==> config.mk <==
export PLATFORM = sky130hd
export DESIGN_NAME = mem_port_arbiter
export DESIGN_NICKNAME = d
export VERILOG_FILES = /design/src/rtl/mem_port_arbiter.sv
export SDC_FILE = /design/constraint.sdc
export NUM_CORES = 1
export LEC_CHECK = 0
export ABC_AREA = 1
export CORE_ASPECT_RATIO = 1.5
export CORE_MARGIN = 1.5
export CORE_UTILIZATION = 42
export DETAILED_ROUTE_END_ITERATION = 6
export PLACE_DENSITY_LB_ADDON = 0.12
export SLEW_MARGIN = 0
export SYNTH_ARGS = -nofsm -noshare
export SYNTH_HDL_FRONTEND = slang
export SYNTH_SLANG_ARGS = --single-unit
==> constraint.sdc <==
create_clock -name clock -period 1.85 [get_ports clock]
set_clock_uncertainty 0.1 [all_clocks]
set_input_delay 0.37 -clock clock [delete_from_list [all_inputs] [get_ports clock]]
set_output_delay 0.37 -clock clock [all_outputs]
set_load 0.03 [all_outputs]
==> src/rtl/mem_port_arbiter.sv <==
// Arbitrates one single-ported Memory between the fetch port and the data port.
// Build option: define MEM_ARB_RR_EN for round-robin arbitration (default: data over fetch).
module mem_port_arbiter #(
    parameter int LATENCY = 2,
    parameter int N       = 32
) (
    input  logic         clock,
    input  logic         reset,
    input  logic         if_req,
    input  logic [N-1:0] if_address,
    output logic         if_ready,
    output logic [N-1:0] if_rdata,
    input  logic         d_req,
    input  logic         d_write,
    input  logic [N-1:0] d_address,
    input  logic [N-1:0] d_wdata,
    output logic         d_ready,
    output logic [N-1:0] d_rdata,
    output logic [N-1:0] mem_address,
    output logic         mem_read_enable,
    output logic         mem_write_enable,
    output logic [N-1:0] mem_write_data,
    input  logic [N-1:0] mem_read_data,
    output logic         busy,
    output logic         owner
);

    generate
        if (LATENCY < 1 || LATENCY > 15) begin : g_bad_latency
            $error("mem_port_arbiter: LATENCY must be within 1..15");
        end
    endgenerate

    localparam logic [3:0] CNT_LOAD = 4'(LATENCY - 1);

    typedef enum logic [1:0] {
        ST_IDLE   = 2'd0,
        ST_ACCESS = 2'd1,
        ST_DONE   = 2'd2
    } state_t;

    state_t       state_r, state_s;
    logic [3:0]   cnt_r, cnt_s;
    logic         grant_s, grant_data_s, capture_s, write_next_s;
    logic         owner_r, write_r;
    logic [N-1:0] addr_r, wdata_r, if_rdata_r, d_rdata_r;
    logic         rd_en_r, wr_en_r, if_ready_r, d_ready_r, busy_r;

    // Winner selection among the pending requests.
    always_comb begin
        grant_data_s = 1'b0;
`ifdef MEM_ARB_RR_EN
        if (d_req && if_req) begin
            grant_data_s = ~owner_r;
        end else begin
            grant_data_s = d_req;
        end
`else
        grant_data_s = d_req;
`endif
    end

    // Next-state logic: IDLE grants, ACCESS counts down, DONE lasts one cycle.
    always_comb begin
        state_s   = state_r;
        cnt_s     = cnt_r;
        grant_s   = 1'b0;
        capture_s = 1'b0;
        case (state_r)
            ST_IDLE: begin
                if (if_req || d_req) begin
                    grant_s = 1'b1;
                    state_s = ST_ACCESS;
                    cnt_s   = CNT_LOAD;
                end else begin
                    state_s = ST_IDLE;
                end
            end
            ST_ACCESS: begin
                if (cnt_r == 4'd0) begin
                    capture_s = 1'b1;
                    state_s   = ST_DONE;
                end else begin
                    cnt_s = cnt_r - 4'd1;
                end
            end
            ST_DONE: begin
                state_s = ST_IDLE;
            end
            default: begin
                state_s = ST_IDLE;
                cnt_s   = 4'd0;
            end
        endcase
        if (grant_s) begin
            write_next_s = grant_data_s & d_write;
        end else begin
            write_next_s = write_r;
        end
    end

    // State, latched transaction and registered outputs; reset clears everything at once.
    always_ff @(posedge clock or negedge reset) begin
        if (!reset) begin
            state_r    <= ST_IDLE;
            cnt_r      <= 4'd0;
            owner_r    <= 1'b0;
            write_r    <= 1'b0;
            addr_r     <= {N{1'b0}};
            wdata_r    <= {N{1'b0}};
            if_rdata_r <= {N{1'b0}};
            d_rdata_r  <= {N{1'b0}};
            rd_en_r    <= 1'b0;
            wr_en_r    <= 1'b0;
            if_ready_r <= 1'b0;
            d_ready_r  <= 1'b0;
            busy_r     <= 1'b0;
        end else begin
            state_r <= state_s;
            cnt_r   <= cnt_s;
            if (grant_s) begin
                owner_r <= grant_data_s;
                write_r <= write_next_s;
                addr_r  <= grant_data_s ? d_address : if_address;
                wdata_r <= grant_data_s ? d_wdata : {N{1'b0}};
            end
            // Stores never overwrite d_rdata; only loads and fetches capture.
            if (capture_s && !write_r) begin
                if (owner_r) begin
                    d_rdata_r <= mem_read_data;
                end else begin
                    if_rdata_r <= mem_read_data;
                end
            end
            rd_en_r    <= (state_s == ST_ACCESS) && !write_next_s;
            wr_en_r    <= (state_s == ST_ACCESS) && write_next_s;
            if_ready_r <= capture_s && !owner_r;
            d_ready_r  <= capture_s && owner_r;
            busy_r     <= (state_s != ST_IDLE);
        end
    end

    assign if_ready         = if_ready_r;
    assign if_rdata         = if_rdata_r;
    assign d_ready          = d_ready_r;
    assign d_rdata          = d_rdata_r;
    assign mem_address      = addr_r;
    assign mem_read_enable  = rd_en_r;
    assign mem_write_enable = wr_en_r;
    assign mem_write_data   = wdata_r;
    assign busy             = busy_r;
    assign owner            = owner_r;

endmodule

Yosys cells after proc, flatten, opt, wreduce, memory -nomap -nowiden --
Index checks and enable logic that the tools add are counted.
Cells by class: order comparisons 0, bitwise gates (word level) 3, shift-type cells 0, reductions and logical operators 15, multipliers 0, eq/ne operators 5, multiplexer cells 13, div/mod/pow operators 0, add/sub/neg operators 1
Operator list (count):
- $mux 32 | 2
- $pmux 4 s3 | 1
- $mux 4 | 2
- $mux 1 | 6
- $logic_and 1x1->1 | 5
- $eq 2x1->1 const B | 2
- $logic_not 4->1 | 1
- $ne 2x2->1 const B | 2
- $pmux 2 s2 | 1
- $reduce_and 2->1 | 2
- $sub 4x1->4 const B | 1
- $logic_not 1->1 | 3
- $reduce_and 3->1 | 1
- $eq 2x2->1 const B | 1
- $logic_not 2->1 | 1
- $mux 2 | 1
- $not 1->1 | 2
- $reduce_bool 2->1 | 1
- $and 1x1->1 | 1
- $logic_or 1x1->1 | 1
Word-level totals: latch bits 0, output and inout port bits 134, ROM bits 0, word-level logic and storage cells 50, input bits 133, flip-flop bits (word level) 141, bits in writable memories 0, memories 0

Longest topological paths before layout --
Gate-level depths: netlist of run 1.
depth after elaboration 6, depth in mapped cells 8, mapped depth without buffers 7

Worst setup path before layout of run 1 --
Ideal clock, no wire load.
kind reg2reg, start reg cnt_r[0], end reg d_rdata_r[10], in the netlist d_rdata[10], path buffers 1, data arrival time 1.235 ns, stages on the path, launching flop included 9, required time 1.632 ns, period minus slack after synthesis 1.452 ns, setup time 0.118 ns, setup slack 0.398 ns, cell sequence dfrtp_1 > inv_1 > ha_1 > nand2_2 > nor2_4 > nand3_2 > buf_2 > nand2_1 > nand2_1
On the way: cells in the longest elaborated chain, start to end 5
Ends and longest elaborated chain:
- from (decl) | RTL line 43 | logic [3:0] cnt_r, cnt_s;
- from (signal assigned) | RTL line 120 | cnt_r <= cnt_s;
- $logic_not 4->1 | RTL line 80 | if (cnt_r == 4'd0) begin
- $mux 1 | RTL line 80
- $mux 1 | RTL line 69 | case (state_r)
- $logic_and 1x1->1 | RTL line 128 | if (capture_s && !write_r) begin
- $reduce_and 2->1 (no line)
- to (signal assigned) | RTL line 112 | d_rdata_r <= {N{1'b0}};
- to (signal assigned) | RTL line 130 | d_rdata_r <= mem_read_data;
- to (decl) | RTL line 46 | logic [N-1:0] addr_r, wdata_r, if_rdata_r, d_rdata_r;
Every way passes these cells. A chain may end at the register's enable or synchronous reset.

Final worst setup path of run 1 --
start reg cnt_r[0], end reg if_rdata_r[31], in the netlist if_rdata[31]
On the way: cells in the longest elaborated chain, start to end 5
Ends and longest elaborated chain:
- $logic_not 4->1 | RTL line 80
- $mux 1 | RTL line 80
- $mux 1 | RTL line 69
- $logic_and 1x1->1 | RTL line 128
- $reduce_and 2->1 (no line)
- to (signal assigned) | RTL line 111 | if_rdata_r <= {N{1'b0}};
- to (signal assigned) | RTL line 132 | if_rdata_r <= mem_read_data;
- to (decl) | RTL line 46
Every way passes these cells.

==> qor.txt, run 1 <==
Status = complete, no violations
Minimum clock period = 1.726 ns
Slew Limit Fails = 0
Seq/Total Area, Yosys = 59.05%
Count leader, synth = nand2_1
DRC viols = 0
RSZ-0062 raised after global routing = no
Die width = 100.4 um
Area grow syn2layout = 55.26%
Post-Syn Area per Cell = 9.000 um^2
R2R setup slack = 0.12 ns
# Post-CTS Setup Buffers = 0
Max-Cap Viols = 0
Multiplexer share of the synthesized area = 0%
Crit. End Element = flip-flop
Initial core utilization = 42.91%
YS warnings = 0
Placed Instances = 1065
Worst-Margin Slew = 0.3981 ns
Final hold slack = 0.3128 ns
Die area = 14970 um^2
Hold WC Path Type = in2async
Total CTS buffers = 17
Via count = 5675
Largest net degree at the start of global routing = 66
Async SR Flop Fraction = 100.0%
Tcrit/Tclk final = 93.30%
Syn_nets = 799
CTS tree = built
Root Buffer = clkbuf_16
Post-synth top flop = dfrtp_1
ANT cells = 0
Overflow after GRT = 0
Top cells by count, synth = 243 x nand2_1, 141 x dfrtp_1, 69 x nor2_1
Setup violators final = 0
Clock latency on the worst-skew pair = 0.41 ns
Power density of the placed cells = 1963 nW/um^2
Final non-filler cell total = 1098
CP Launch Type = flip-flop
Mapped Cells = 664
Sink Count = 141
CTS clock-pin slew for the worst setup and hold paths = 0.06 ns
Largest family of logic cells by synthesized area = simple AND/OR/NAND/NOR gates
Nets = 1055
Kind of critical path = reg2reg
R2R cell count = 8
CP max FO = 23
Die Y = 149.1 um
Antenna Nets Post-Route = 0
Synth area leaders = dfrtp_1 59%, nand2_1 15%, nand4_1 6.7%
TritonRoute pass-1 iters = 5
Reg area = 3528 um^2
LEAKAGE = 4.615 nW
Post-synthesis register bit count = 141
H-tree depth = 4
Yosys cell types = 23
XOR/XNOR share of the synthesized area = 0%
First-pass GRT wire length = 28030 um
Post-synthesis cell area = 5976 um^2
Core area = 13930 um^2
Antenna violations before repair = 0
GRT Total Usage = 24.21%
Reg-to-reg endpoint = if_rdata[31]
Port Buffer Count = 266
Total Wirelength = 17860 um
F_max = 579.4 MHz
DR iter-0 viols = 206
IR drop worst, VDD = 1.004 mV
Fraction of layout cells with a size suffix above 1 = 7.181%
Slew HR = 73.57%
Vias in the first global route = 5761
Area leader, netlist = dfrtp_1
Critical path arrival = 1.92 ns
Post-DP HPWL = 12900 um
Critical Path RT = 2.05 ns
Compound-gate portion of the synthesized area = 7.370%
Vias per cell = 5.168
Rows = 53
CTS max path bufs = 2
Multi-input combinational cell area = 2125 um^2
Adder-cell share of the synthesized area = 0.4188%
Top-area cell type share of the netlist area = 59.05%
Boundary Pins = 267
Gp weighted congestion = 0.8105
Simple-gate portion of the synthesized area = 27.68%
Worst reg2reg path startpoint = cnt_r[0]
WL per Instance = 16.27 um
# fillers = 1202
Post-synth EDFFs = 0
Hold Vio Cnt, Final = 0
[where the power goes]
part / leakage, nW / total (mW) / internal (mW) / switching [mW]
Clock: 0.290 / 3.59 / 2.27 / 1.32
Combinational: 2.58 / 9.03 / 2.89 / 6.14
Sequential: 1.74 / 5.59 / 4.66 / 0.937
[layout make-up]
| class | instances | share of cell area, % |
|---|---|---|
| clock buffers | 19 | 4.666 |
| clock inverters | 13 | 2.050 |
| inverters | 10 | 0.4046 |
| multi-input cells | 462 | 22.90 |
| flip-flops and latches | 141 | 38.03 |
| well taps | 165 | 2.225 |
| repair buffers | 288 | 29.72 |
[worst max-delay path, stage by stage, from the launching register on]
cell	delay, ns
dfrtp_1	0.38
inv_1	0.14
ha_1	0.22
nand2_2	0.09
nor2_4	0.18
nand3_2	0.11
buf_4	0.24
nand2_1	0.10
nand2_1	0.06
[placed cells by master, fill, tap and decap left out, drive strengths merged]
| master | count |
|---|---|
| nand2 | 245 |
| dlygate4sd3 | 1 |
| o31ai | 32 |
| clkinvlp | 4 |
| dlygate4sd2 | 133 |
| nand4 | 64 |
| clkbuf | 19 |
| dfrtp | 141 |
| nor2 | 71 |
| inv | 12 |
| clkdlybuf4s50 | 130 |
| nand3 | 6 |
| or2 | 2 |
| buf | 24 |
| ha | 2 |
| clkinv | 3 |
| a21oi | 1 |
| bufinv | 4 |
| o21ai | 39 |
[per-stage QoR]
| step | power (mW) | setup slack [ns] | cell area, um^2 | setup TNS, ns | utilization, % |
|---|---|---|---|---|---|
| finish | 18.21 | 0.1240 | 9278 | 0 | 66.62 |
| global route | 19.27 | 0.004623 | 9278 | 0 | 66.62 |
| global placement | 15.53 | 0.04279 | 8811 | 0 | 63.27 |
| CTS | 18.35 | 0.1139 | 9278 | 0 | 66.62 |
| detailed placement | 15.77 | -0.06433 | 8811 | -0.4260 | 63.27 |
| floorplan | 11.35 | 0.3978 | 5976 | 0 | - |
[how the worst max path moves through the flow]
stage | start | slack [ns] | to | depth (start not counted)
global route | cnt_r[0] | 0.005 | if_rdata[17] | 8
global placement | if_req | 0.04 | mem_address[0] | 6
finish | cnt_r[0] | 0.12 | if_rdata[31] | 8
CTS | cnt_r[0] | 0.11 | if_rdata[31] | 8
floorplan | cnt_r[0] | 0.40 | d_rdata[10] | 8
detailed placement | if_req | -0.06 | mem_address[0] | 6
[layer usage]
metal | GRT usage [%] | up-vias | share of wire [%]
met4 | 10.63 | 0 | 2.9
met5 | 0 | - | 0
met1 | 26.98 | 2692 | 38
met3 | 6.748 | 34 | 7.3
li1 | - | 2719 | -
met2 | 42.76 | 230 | 52
[timing repair]
| item | 4_1_cts | 5_1_grt |
|---|---|---|
| resized for setup | 133 | 0 |
| endpoints found under the setup margin | 133 | 0 |
| endpoints found under the hold margin | 31 | 0 |
| hold buffers | 1 | 0 |
[cell families after synthesis]
kind of cell / after synthesis
AND/OR/NAND/NOR: 388
flip-flops: 141
AO/OA/AOI/OAI: 72
buffers and inverters: 61
adder cells (fa/ha/maj): 2
[sequential cells by signal, indices dropped and copies added (netlist names), 2 cells and up]
| signal | flops |
|---|---|
| d_rdata | 32 |
| if_rdata | 32 |
| mem_address | 32 |
| mem_write_data | 32 |
| cnt_r | 4 |
| state_r | 2 |
No activity file was read; power rests on OpenSTA's default activity.
==> run 2: changes to the inputs <==
--- a/constraint.sdc
+++ b/constraint.sdc
@@ -4,2 +4,2 @@
 set_output_delay 0.37 -clock clock [all_outputs]
-set_load 0.03 [all_outputs]
+set_load 0.1 [all_outputs]
==> run 2 against run 1 <==
  * Hold slack better by 0.080 ns
  * Non-clock buffer count down 3
  * Final cell count down 0.36%
  * Cell area up 16%
  * Die area unchanged
  * Utilization up 11 points
  * Maximum frequency up 2.5%
  * Sequential cell count unchanged
  * Critical path depth down 1
  * Critical endpoint is now if_rdata[8]
==> qor.txt, run 2 (same netlist as run 1, synthesis figures left out) <==
Status = complete, no violations
Tcrit/Tclk final = 91.02% (-2.3 points)
Vias per cell = 5.232 (+1.2%)
GR peak layer = met2
Antenna Nets Post-Route = 0 (unchanged)
Total Wirelength = 18510 um (+3.6%)
Crit. End Element = flip-flop
Die width = 100.4 um (unchanged)
Nets = 1052 (-0.28%)
Hold WC Path Type = in2async
TritonRoute pass-1 iters = 5 (unchanged)
Max-Cap Viols = 0 (unchanged)
Initial core utilization = 42.91% (unchanged)
Setup violators final = 0 (unchanged)
Rows = 53 (unchanged)
Slew Limit Fails = 0 (unchanged)
Die area = 14970 um^2 (unchanged)
Slowest CP cell = dfrtp_1
Via count = 5724 (+0.86%)
Clock latency on the worst-skew pair = 0.40 ns (about the same)
Slew HR = 65.41% (-8.2 points)
Most frequent cells in the layout = 243 x nand2_1, 142 x buf_12, 140 x dfrtp_1
ANT cells = 0 (unchanged)
Largest net degree at the start of global routing = 66 (unchanged)
DR iter-0 viols = 254 (+23%)
Critical Path Start = cnt_r[0]
Post-DP HPWL = 13470 um (+4.5%)
# fillers = 909 (-24%)
F_max = 593.9 MHz (+2.5%)
Port Buffer Count = 266 (unchanged)
CTS max path bufs = 2 (unchanged)
Fraction of layout cells with a size suffix above 1 = 21.31% (+14 points)
Gp weighted congestion = 0.8269 (+2.0%)
GR Util met1 = 28.05% (+1.1 points)
Die Y = 149.1 um (unchanged)
Met3 GRT Util = 7.357% (+0.61 points)
Core area = 13930 um^2 (unchanged)
Final non-filler cell total = 1094 (-0.36%)
CP max FO = 64 (+180%)
CTS clock-pin slew for the worst setup and hold paths = 0.06 ns (about the same)
H-tree depth = 4 (unchanged)
Kind of critical path = reg2reg
M2 GR Usage = 45.41% (+2.7 points)
TNS Setup = 0 ns (unchanged)
Overflow after GRT = 0 (unchanged)
Total CTS buffers = 17 (unchanged)
Root Buffer = clkbuf_16
Placed Instances = 1062 (-0.28%)
Hold Vio Cnt, Final = 0 (unchanged)
Vias in the first global route = 5928 (+2.9%)
Sink Count = 141 (unchanged)
Antenna violations before repair = 0 (unchanged)
DRC viols = 0 (unchanged)
Critical Path, Cell by Cell = inv_1 > ha_1 > nand2_2 > nor2_4 > buf_12 > nand4_1 > nand2_1
Final hold slack = 0.3924 ns (+0.07955 ns)
GRT Total Usage = 25.30% (+1.1 points)
Critical Path RT = 2.09 ns (+0.04 ns)
Critical path arrival = 1.92 ns (about the same)
Worst reg2reg path startpoint = cnt_r[0]
Area grow syn2layout = 80.30%
Worst-Margin Slew = 0.5188 ns (+0.1207 ns)
Leading cell type in the layout, fill and taps excluded = nand2_1
CTS tree = built
WL per Instance = 16.92 um (+4.0%)
First-pass GRT wire length = 29300 um (+4.5%)
Fin util = 77.37% (+11 points)
RSZ-0062 raised after global routing = no
Slowest stage delay, CP = 0.38 ns (about the same)
Minimum clock period = 1.684 ns (-0.04214 ns)
CP Launch Type = flip-flop
Boundary Pins = 267 (unchanged)
run 2: path summary, 6_finish.rpt:
path	to	slack, ns	depth (start not counted)
worst max-delay path	if_rdata[8]	0.17	7
worst min-delay path	d_rdata[8]	0.39	2
worst max register to register	if_rdata[8]	0.17	7
worst min register to register	cnt_r[0]	0.40	2
max in group asynchronous	mem_write_data[27]	0.68	3
min in group clock	mem_write_data[23]	0.40	4
run 2: per-stage QoR:
step                      cell area [um^2]  setup slack, ns
after global routing                 10770          0.02956
after floorplan                       5977           0.2783
after detailed placement             10130          0.05100
after global placement               10130          0.08855
after CTS                            10770           0.1629
final                                10770           0.1662
run 2: cell type report:
class / count / area (um^2) / area share, %
Timing Repair Buffer: 285 / 4245 / 39.40
Sequential cell: 141 / 3530 / 32.76
Multi-Input combinational cell: 462 / 2125 / 19.72
Clock buffer: 19 / 442.9 / 4.111
Tap cell: 165 / 206.4 / 1.916
Clock inverter: 12 / 187.7 / 1.742
Inverter: 10 / 37.54 / 0.3484
run 2: per-layer routing:
layer / share of wire (%) / vias up / wire, um
met1: 36 / 2735 / 6579
met3: 8.3 / 27 / 1538
met5: 0 / - / 0
met4: 2.3 / 0 / 419
li1: - / 2703 / -
met2: 54 / 259 / 9969
run 2: repair_timing:
action / 4_1_cts / 5_1_grt
buffers inserted: 0 / 0
setup endpoints to repair: 0 / 0
hold buffers: 1 / 0
gates resized for setup: 0 / 0
hold endpoints to repair: 49 / 0
run 2: critical path: cells and delay by family (launching register included):
kind,cells,cell delay (ns)
buf+inv,2,0.40
simple gates,4,0.50
flops,1,0.38
fa+ha+maj,1,0.20
Power of run 2 is left out: the tool's default activity adds up to more than one toggle a clock period on the data nets, which glitch-free logic cannot reach.
==> run 3: changes to the inputs <==
GPL_TIMING_DRIVEN = 0   (was not set)
==> run 3 against run 2 <==
  * Via count fell by 2.1%
  * Global-route usage fell by 0.48 points
  * Hold slack got worse by 0.024 ns
  * Final cell count rose by 3.2%
  * Register-to-register slack got worse by 0.02 ns
  * Non-clock buffer count rose by 34
  * Largest cell class is now registers
==> qor.txt, run 3 (same netlist as run 1, synthesis figures left out) <==
DRC viols = 0 (unchanged)
Nets = 1086 (+3.2%)
Fraction of layout cells with a size suffix above 1 = 22.41% (+1.1 points)
CTS clock-pin slew for the worst setup and hold paths = 0.06 ns (about the same)
DR iter-0 viols = 140 (-45%)
WL per Instance = 15.62 um (-7.7%)
Leading cell type in the layout, fill and taps excluded = nand2_1
CP bufs+invs = 1 (-1)
Final instance area = 9610 um^2 (-11%)
Area grow syn2layout = 60.83%
R2R setup slack = 0.15 ns (-0.02 ns)
Crit. End Element = output pin
Critical Path RT = 1.38 ns (-0.71 ns)
Hold path start = d_rdata[15]
Die Y = 149.1 um (unchanged)
Minimum clock period = 1.828 ns (+0.1445 ns)
CTS max path bufs = 2 (unchanged)
Final hold slack = 0.3684 ns (-0.02398 ns)
Via count = 5606 (-2.1%)
Max-Cap Viols = 0 (unchanged)
Slowest stage delay, CP = 0.57 ns (+0.19 ns)
Status = complete, no violations
Boundary Pins = 267 (unchanged)
Vias in the first global route = 5718 (-3.5%)
Worst reg2reg path startpoint = cnt_r[0]
Critical Path, Cell by Cell = clkdlybuf4s15_2
CP max FO = 2 (-97%)
Slew HR = 60.73% (-4.7 points)
Root Buffer = clkbuf_16
Gp weighted congestion = 0.8410 (+1.7%)
Setup violators final = 0 (unchanged)
First-pass GRT wire length = 28790 um (-1.8%)
F_max = 546.9 MHz (-7.9%)
R2R cell count = 8 (+1)
Worst-Margin Slew = 0.5919 ns (+0.07307 ns)
Antenna Nets Post-Route = 0 (unchanged)
RSZ-0062 raised after global routing = yes
Clock latency on the worst-skew pair = 0.41 ns (about the same)
Die area = 14970 um^2 (unchanged)
Overflow after GRT = 0 (unchanged)
Sink Count = 141 (unchanged)
CP Launch Type = flip-flop
GRT Total Usage = 24.82% (-0.48 points)
Vias per cell = 4.965 (-5.1%)
Port Buffer Count = 266 (unchanged)
Slew Limit Fails = 0 (unchanged)
Core area = 13930 um^2 (unchanged)
Largest net degree at the start of global routing = 82 (+24%)
Antenna violations before repair = 0 (unchanged)
Slowest CP cell = clkdlybuf4s15_2
Hold Crit Endpoint = d_rdata[15]
Total CTS buffers = 17 (unchanged)
Most frequent cells in the layout = 243 x nand2_1, 140 x dfrtp_1, 131 x clkdlybuf4s50_1
ANT cells = 0 (unchanged)
TritonRoute pass-1 iters = 4 (-1)
Critical path arrival = 1.36 ns (-0.56 ns)
Hold Vio Cnt, Final = 0 (unchanged)
Initial core utilization = 42.91% (unchanged)
Die width = 100.4 um (unchanged)
CTS tree = built
Reg-to-reg endpoint = if_rdata[24]
Crit path max-delay family = buffers and inverters
Rows = 53 (unchanged)
Placed Area = 8875 um^2 (-12%)
Hold Crit Depth = 2
Post-DP HPWL = 13400 um (-0.53%)
H-tree depth = 4 (unchanged)
Total Wirelength = 17640 um (-4.7%)
Kind of critical path = reg2out
Tcrit/Tclk final = 98.83% (+7.8 points)
Hold WC Path Type = reg2reg
[run 3: cell types whose count changed in the layout (fill, tap and decap cells not counted), sizes merged, moves of 2 or more]
cell	previous run	this run
clkinvlp	2	4
clkdlybuf4s18	0	34
buf	154	42
clkbuf	19	34
clkdlybuf4s15	0	97
[run 3: timing repair]
item                       4_1_cts  5_1_grt
resized for setup              409       34
hold buffers                     1        0
hold endpoints to repair        60        0
setup endpoints to repair      134       39
setup buffers                    0        0
[run 3: per-layer routing]
layer / part of all wire, % / GRT usage, %
met1: 37 / 26.57
met3: 8.2 / 8.857
met2: 53 / 44.73
met5: 0 / 0
met4: 2.2 / 8.592
[run 3: area by class of cell]
class / count / area, um^2
Buffer: 51 / 292.8
Clock buffer: 20 / 456.7
Clock inverter: 12 / 160.2
Fill cell: 1152 / 4315
Inverter: 10 / 37.54
Multi-Input combinational cell: 462 / 2120
Sequential cell: 141 / 3530
Tap cell: 165 / 206.4
Timing Repair Buffer: 268 / 2808
[run 3: how the worst max path moves through the flow]
stage                  startpoint                  to  slack [ns]  cells past startpoint
3_5_place_dp                d_req     mem_address[13]       -0.26                      8
5_1_grt                  cnt_r[0]        if_rdata[17]       -0.03                      8
2_1_floorplan               owner        if_rdata[22]        0.28                      5
6_report               d_rdata[5]          d_rdata[5]        0.02                      1
3_3_place_gp                reset               owner       -5.99                      1
4_1_cts        mem_write_data[24]  mem_write_data[24]       0.004                      1
[run 3: worst reg2reg max path: stages (launching register included)]
cell,delay [ns]
dfrtp_1,0.37
inv_1,0.14
ha_1,0.21
nand2_2,0.08
nor2_4,0.16
nand3_2,0.16
buf_2,0.23
nand2_1,0.09
nand2_1,0.05
[run 3: metrics by stage]
step                 TNS, ns  instances  worst slack [ns]  utilization, %
finish                     0       1129           0.02167           69.01
global route        -0.08763       1129          -0.02750           69.01
CTS                        0       1129          0.003556           69.29
detailed placement    -26.25       1096           -0.2642           63.73
global placement     -792.33       1095            -5.989           63.52
floorplan                  0        664            0.2783               -
Power of run 3 is left out for the same reason.
